**src/rtl/contador_display_7seg.sv**
```systemverilog
// Two-digit multiplexed common-anode 7-segment driver for a 4-bit counter value (0..15).
// Optional macro CONTADOR_DISPLAY_DIR_EN lights the units decimal point while the value is counting down.
module contador_display_7seg #(
   parameter int SCAN_DIV = 50000
) (
   input  logic       clock,
   input  logic       reset,
   input  logic [3:0] valor_entrada,
   input  logic       carrega,
   output logic [6:0] segmentos,
   output logic [1:0] anodos,
   output logic       dp
);

   localparam int CW = $clog2(SCAN_DIV);
   localparam logic [CW-1:0] ULTIMO = CW'(SCAN_DIV - 1);

   typedef enum logic {DIG_UNI, DIG_DEZ} estado_t;

   estado_t       estado;
   logic [CW-1:0] contador;
   logic [3:0]    valor;
   logic          dezena;
   logic [3:0]    unidade;

   function automatic logic [6:0] decodifica(input logic [3:0] d);
      logic [6:0] s;
      case (d)
         4'd0:    s = 7'b1000000;
         4'd1:    s = 7'b1111001;
         4'd2:    s = 7'b0100100;
         4'd3:    s = 7'b0110000;
         4'd4:    s = 7'b0011001;
         4'd5:    s = 7'b0010010;
         4'd6:    s = 7'b0000010;
         4'd7:    s = 7'b1111000;
         4'd8:    s = 7'b0000000;
         4'd9:    s = 7'b0010000;
         default: s = 7'h7F;
      endcase
      return s;
   endfunction

   always_comb begin
      dezena  = 1'b0;
      unidade = valor;
      if (valor >= 4'd10) begin
         dezena  = 1'b1;
         unidade = valor - 4'd10;
      end
   end

   // Outputs are computed from the pre-edge state and held value, so a load or
   // a scan wrap becomes visible one edge later.
   always_ff @(posedge clock) begin
      if (reset) begin
         valor     <= 4'd0;
         contador  <= '0;
         estado    <= DIG_UNI;
         segmentos <= 7'h7F;
         anodos    <= 2'b11;
      end else begin
         if (carrega)
            valor <= valor_entrada;

         if (contador == ULTIMO) begin
            contador <= '0;
            estado   <= (estado == DIG_UNI) ? DIG_DEZ : DIG_UNI;
         end else begin
            contador <= contador + 1'b1;
         end

         case (estado)
            DIG_UNI: begin
               anodos    <= 2'b10;
               segmentos <= decodifica(unidade);
            end
            default: begin
               if (dezena) begin
                  anodos    <= 2'b01;
                  segmentos <= decodifica(4'd1);
               end else begin
                  anodos    <= 2'b11;
                  segmentos <= 7'h7F;
               end
            end
         endcase
      end
   end

`ifdef CONTADOR_DISPLAY_DIR_EN
   logic desce;

   // Direction is judged against the held value before it is overwritten.
   always_ff @(posedge clock) begin
      if (reset) begin
         desce <= 1'b0;
         dp    <= 1'b1;
      end else begin
         dp <= !((estado == DIG_UNI) && desce);
         if (carrega) begin
            if (valor_entrada < valor)
               desce <= 1'b1;
            else if (valor_entrada > valor)
               desce <= 1'b0;
         end
      end
   end
`else
   assign dp = 1'b1;
`endif

endmodule

```
**config.mk**
```make
export PLATFORM = sky130hd
export DESIGN_NAME = contador_display_7seg
export DESIGN_NICKNAME = d
export VERILOG_FILES = /design/src/rtl/contador_display_7seg.sv
export SDC_FILE = /design/constraint.sdc
export NUM_CORES = 1
export LEC_CHECK = 0
export ABC_AREA = 1
export BUFFER_PORTS_ARGS = -buffer_cell sky130_fd_sc_hd__buf_2
export CAP_MARGIN = 5
export CORE_MARGIN = 3
export CORE_UTILIZATION = 30
export CTS_CLUSTER_DIAMETER = 100
export DETAILED_ROUTE_END_ITERATION = 10
export HOLD_SLACK_MARGIN = 0.06
export PLACE_DENSITY_LB_ADDON = 0.3
export SYNTH_ARGS = -nofsm -noshare
export SYNTH_HDL_FRONTEND = slang
export SYNTH_SLANG_ARGS = --single-unit
export TNS_END_PERCENT = 50
```
**constraint.sdc**
```tcl
create_clock -name clock -period 3.8 [get_ports clock]
set_input_delay 0.95 -clock clock [delete_from_list [all_inputs] [get_ports clock]]
set_output_delay 0.95 -clock clock [all_outputs]
set_load 0.05 [all_outputs]
```
-- Word level (Yosys, flattened, before mapping)
Memory sizes are Yosys's and may differ from the RTL's.
Cells that the tools add are included.
- memories: 1
- input port bits: 7
- ROM bits: 112
- flip-flop bits (word level): 30
- output and inout port bits: 10
- equal/unequal tests: 1
- bitwise logic cells: 1
- $lt $le $gt $ge: 1
- reduce and logical (&&, ||, !) cells: 2
- multiplexer cells: 7
- $add $sub $neg: 2
- memories (name ; depth ; width ; read ports ; clocked after Yosys merged registers in ; write ports ; line ; source):
    (no name shown) ; 16 ; 7 ; 1 ; 0 ; 0 ; 28 ; case (d)
- operators with widths (cell ; count):
    16-bit by 1-bit adder with 16-bit output, second input constant ; 1
    16-bit equality test, second input constant ; 1
    7-bit two-way mux ; 1
    4-bit >= comparator, second input constant ; 1
    4-bit two-way mux ; 1
    2-bit OR reduction ; 2
    4-bit subtractor, second input constant ; 1
    1-bit two-way mux ; 3
    3-bit two-way mux ; 1
    2-bit two-way mux ; 1
    1-bit inverter ; 1

-- Depth between registers and ports, before layout
- depth after elaboration: 4
- depth in mapped cells: 10
- mapped depth without buffers: 10

-- Worst setup path after synthesis
No wires, ideal clock.
- path kind: input -> register
- from: in reset
- to: reg segmentos[3]
- path buffers: 0
- data required time: 3.673 ns
- stages on the path: 4
- arrival: 1.414 ns
- path slack: 2.259 ns
- library setup time: 0.127 ns
- cells stage by stage: nor2_1 > inv_1 > a21oi_2 > nand3_1
- RTL lines (what ; line ; source):
    start: declaration ; 7 ; input logic reset,
    end signal: assignment ; 76 ; segmentos <= decodifica(unidade);
    end signal: assignment ; 81 ; segmentos <= decodifica(4'd1);
    end: declaration ; 10 ; output logic [6:0] segmentos,

-- Worst setup path after layout
- from: reg anodos[1]
- to: out anodos[1]
- RTL lines (what ; line ; source):
    start: declaration ; 11 ; output logic [1:0] anodos,
    start signal: assignment ; 61 ; anodos <= 2'b11;
    start signal: assignment ; 75 ; anodos <= 2'b10;
    start signal: assignment ; 80 ; anodos <= 2'b01;
No word-level cell between the ends.

==> impl_metrics.tcl <==
set metrics [dict create \
    status "finished clean" \
    die-area_um2 5640 \
    ys_seq_elements 30 \
    clkPwrFrac_pct 37.5 \
    place_ws_ps 2010 \
    rsz0062_at_grt "no" \
    synth_seq_area_share_pct 42.0 \
    cts_resized 0 \
    clk_path_buf_depth 2 \
    hold-path-cell-count 1 \
    finClkSkew_ps 4.40 \
    num_vias 1240 \
    setup_viol 0 \
    maxCapViolCount 0 \
    worst-path-buf-inv 1 \
    syn_nets 217 \
    avgSynthCellArea_um2 6.98 \
    grt_max_degree 17 \
    insertion_delay_ps 280 \
    worstSetupPathType "flip-flop to primary output" \
    cts.sinks 30 \
    die_h_um 75.1 \
    critPathMaxFanout 1 \
    fin_tns_setup_ps 0 \
    seq_power_share_pct 48.5 \
    fin_util_pct 36.7 \
    die_w_um 75.1 \
    cts_buffers 5 \
    cts_setup_buffers 0 \
    crit_chain "buf_2" \
    overflow 0 \
    synthTopCellsByArea "dfxtp_1 (42%), nand2_1 (14%), nor2_1 (6.8%)" \
    worstPathRequired_ps 2850 \
    hp-start "contador[0]$_SDFF_PP0_" \
    ant_nets 0 \
    cp_slowest_cell "dfxtp_1" \
    finalCriticalPeriod_ps 1800 \
    p_leak_nw 0.661 \
    antenna_found_initial 0 \
    setup_ws_ps 2000 \
    rows 24 \
    r2r_slack_ps 2320 \
    drtIter0Drc 62 \
    detailed_place.area_um2 1550 \
    timing.rr.start "valor[1]$_SDFFE_PP0P_" \
    numPortBuffers 15 \
    startpoint_type "flip-flop" \
    synth_area_leader_cell "dfxtp_1" \
    post_drt_wl_per_cell_um 9.63 \
    netlist_area_um2 1430 \
    powerDensity_nw_per_um2 421 \
    syn_to_final_growth_pct 14.9 \
    rr_worst_depth 7 \
    instances_no_fill 278 \
    cp_top_family "flip-flops" \
    ys_types 23 \
    placed_cells 270 \
    hold_violations 0 \
    fin_nets 237 \
    io_pins 17 \
    yosysWarnings 0 \
    dr.pass1.iters 4 \
    critPathMaxStageDelay_ps 310 \
    p_int_w 0.000500 \
    routabilityCongestion 0.798 \
    critPathCaptureType "primary output" \
    start_util_pct 32.0 \
    slew_violations 0 \
    path_clk_slew_ps 60 \
    drt_wl_total_mm 2.68 \
    crit_arrival_ps 850 \
    regToRegEndpoint "segmentos[3]$_SDFF_PP1_" \
    sw_frac_of_total_pct 27.8 \
    irDropWorstVdd_uv 205 \
    track_usage_pct 11.1 \
    fin_area_um2 1640 \
    timing.final.crit_share_pct 47.3 \
    drive_gt1_share_pct 15.5 \
    cts_tree "built" \
    core_area_um2 4470 \
    netlist.area_leader.share_pct 42.0 \
    vias_per_cell 4.46 \
    combPwrFrac_pct 14.0 \
    min-delay-path-class "flip-flop to flip-flop" \
    grt_pass1_wl_mm 4.69 \
    fill_cells 493 \
    postSynthCellCount 205 \
    first_global_vias 1100 \
    whs_endpoint "contador[0]$_SDFF_PP0_" \
    fmaxAchievable_mhz 556 \
    cts_hold_buf 0 \
    p_switching_w 0.000193 \
    antenna_cells 0 \
    cts_root_buf "clkbuf_8" \
    remaining_drc_errors 0 \
    htreeDepth 2 \
    dpl.hpwl_mm 2.04 \
]
## power groups by stage
stage               Sequential, W  Clock [W]  Combinational [W]
finish                   0.000336   0.000260          0.0000968
global route             0.000337   0.000283           0.000109
CTS                      0.000336   0.000272          0.0000984
global placement         0.000343          0          0.0000974
floorplan                0.000377          0          0.0000440
detailed placement       0.000343          0          0.0000983
## kinds of logic after synthesis
group	count (synthesis)	share of synthesized area, %
flip-flops	30	42.0
adder cells (fa/ha/maj)	5	4.37
buffers and inverters	28	8.13
AND/OR/NAND/NOR	112	34.1
AO/OA/AOI/OAI	26	9.35
XOR/XNOR	3	1.84
other	1	0.262
## worst max-delay path by stage
| stage | from | depth (start not counted) | to |
|---|---|---|---|
| 2_1_floorplan | reset | 4 | segmentos[3]$_SDFF_PP1_ |
| 3_3_place_gp | reset | 5 | segmentos[3]$_SDFF_PP1_ |
| 5_1_grt | anodos[1]$_SDFF_PP1_ | 1 | anodos[1] |
| 3_5_place_dp | reset | 5 | segmentos[3]$_SDFF_PP1_ |
| 4_1_cts | anodos[1]$_SDFF_PP1_ | 1 | anodos[1] |
| 6_report | anodos[1]$_SDFF_PP1_ | 1 | anodos[1] |
## cells in the final DEF, fill, tap and decap left out, drive strengths merged
cell,netlist,layout
buf,2,15
nor2,30,30
nand4,5,5
or2,3,3
ha,5,5
clkinv,0,1
nand3b,1,1
nand3,14,14
o21ai,9,9
nor3,1,1
a21oi,17,17
xor2,2,2
dfxtp,30,30
xnor2,1,1
inv,26,26
nand2,58,58
clkbuf,0,7
conb,1,1
## cell usage after synthesis
master / number
buf_6: 1
nand2_2: 3
inv_1: 23
inv_2: 3
nor3_1: 1
nor2_1: 26
nand2_1: 54
nor2_2: 4
a21oi_1: 16
a21oi_2: 1
buf_4: 1
xor2_1: 2
xnor2_1: 1
or2_2: 1
conb_1: 1
ha_1: 5
or2_0: 2
dfxtp_1: 30
nand2_4: 1
nand3b_1: 1
nand3_1: 14
o21ai_0: 9
nand4_1: 5
## cell type report
| cell class | count | area [µm²] | share of cell area [%] |
|---|---|---|---|
| flip-flops and latches | 30 | 601 | 36.5 |
| clock inverters | 1 | 5.00 | 0.304 |
| multi-input cells | 147 | 714 | 43.5 |
| well taps | 52 | 65.1 | 3.96 |
| repair buffers | 15 | 75.1 | 4.57 |
| inverters | 26 | 97.6 | 5.94 |
| clock buffers | 7 | 86.3 | 5.25 |
## routing by layer
metal	GRT usage (%)	vias up	wire, µm
li1	-	683	-
met5	0	-	0
met2	15.2	18	1060
met1	15.3	531	1430
met3	3.47	8	116
met4	6.52	0	76
## sequential cells by signal, indices dropped and copies added, names as in the netlist
signal and cells:
segmentos 7, anodos 2, contador 16, valor 4, estado 1
## through the flow
stage                     hold WS [ps]  total power [W]
after global placement             433         0.000440
after CTS                          454         0.000706
after global routing               468         0.000729
after floorplan                    418         0.000421
final                              450         0.000693
after detailed placement           439         0.000441
(Power assumes the default switching activity.)
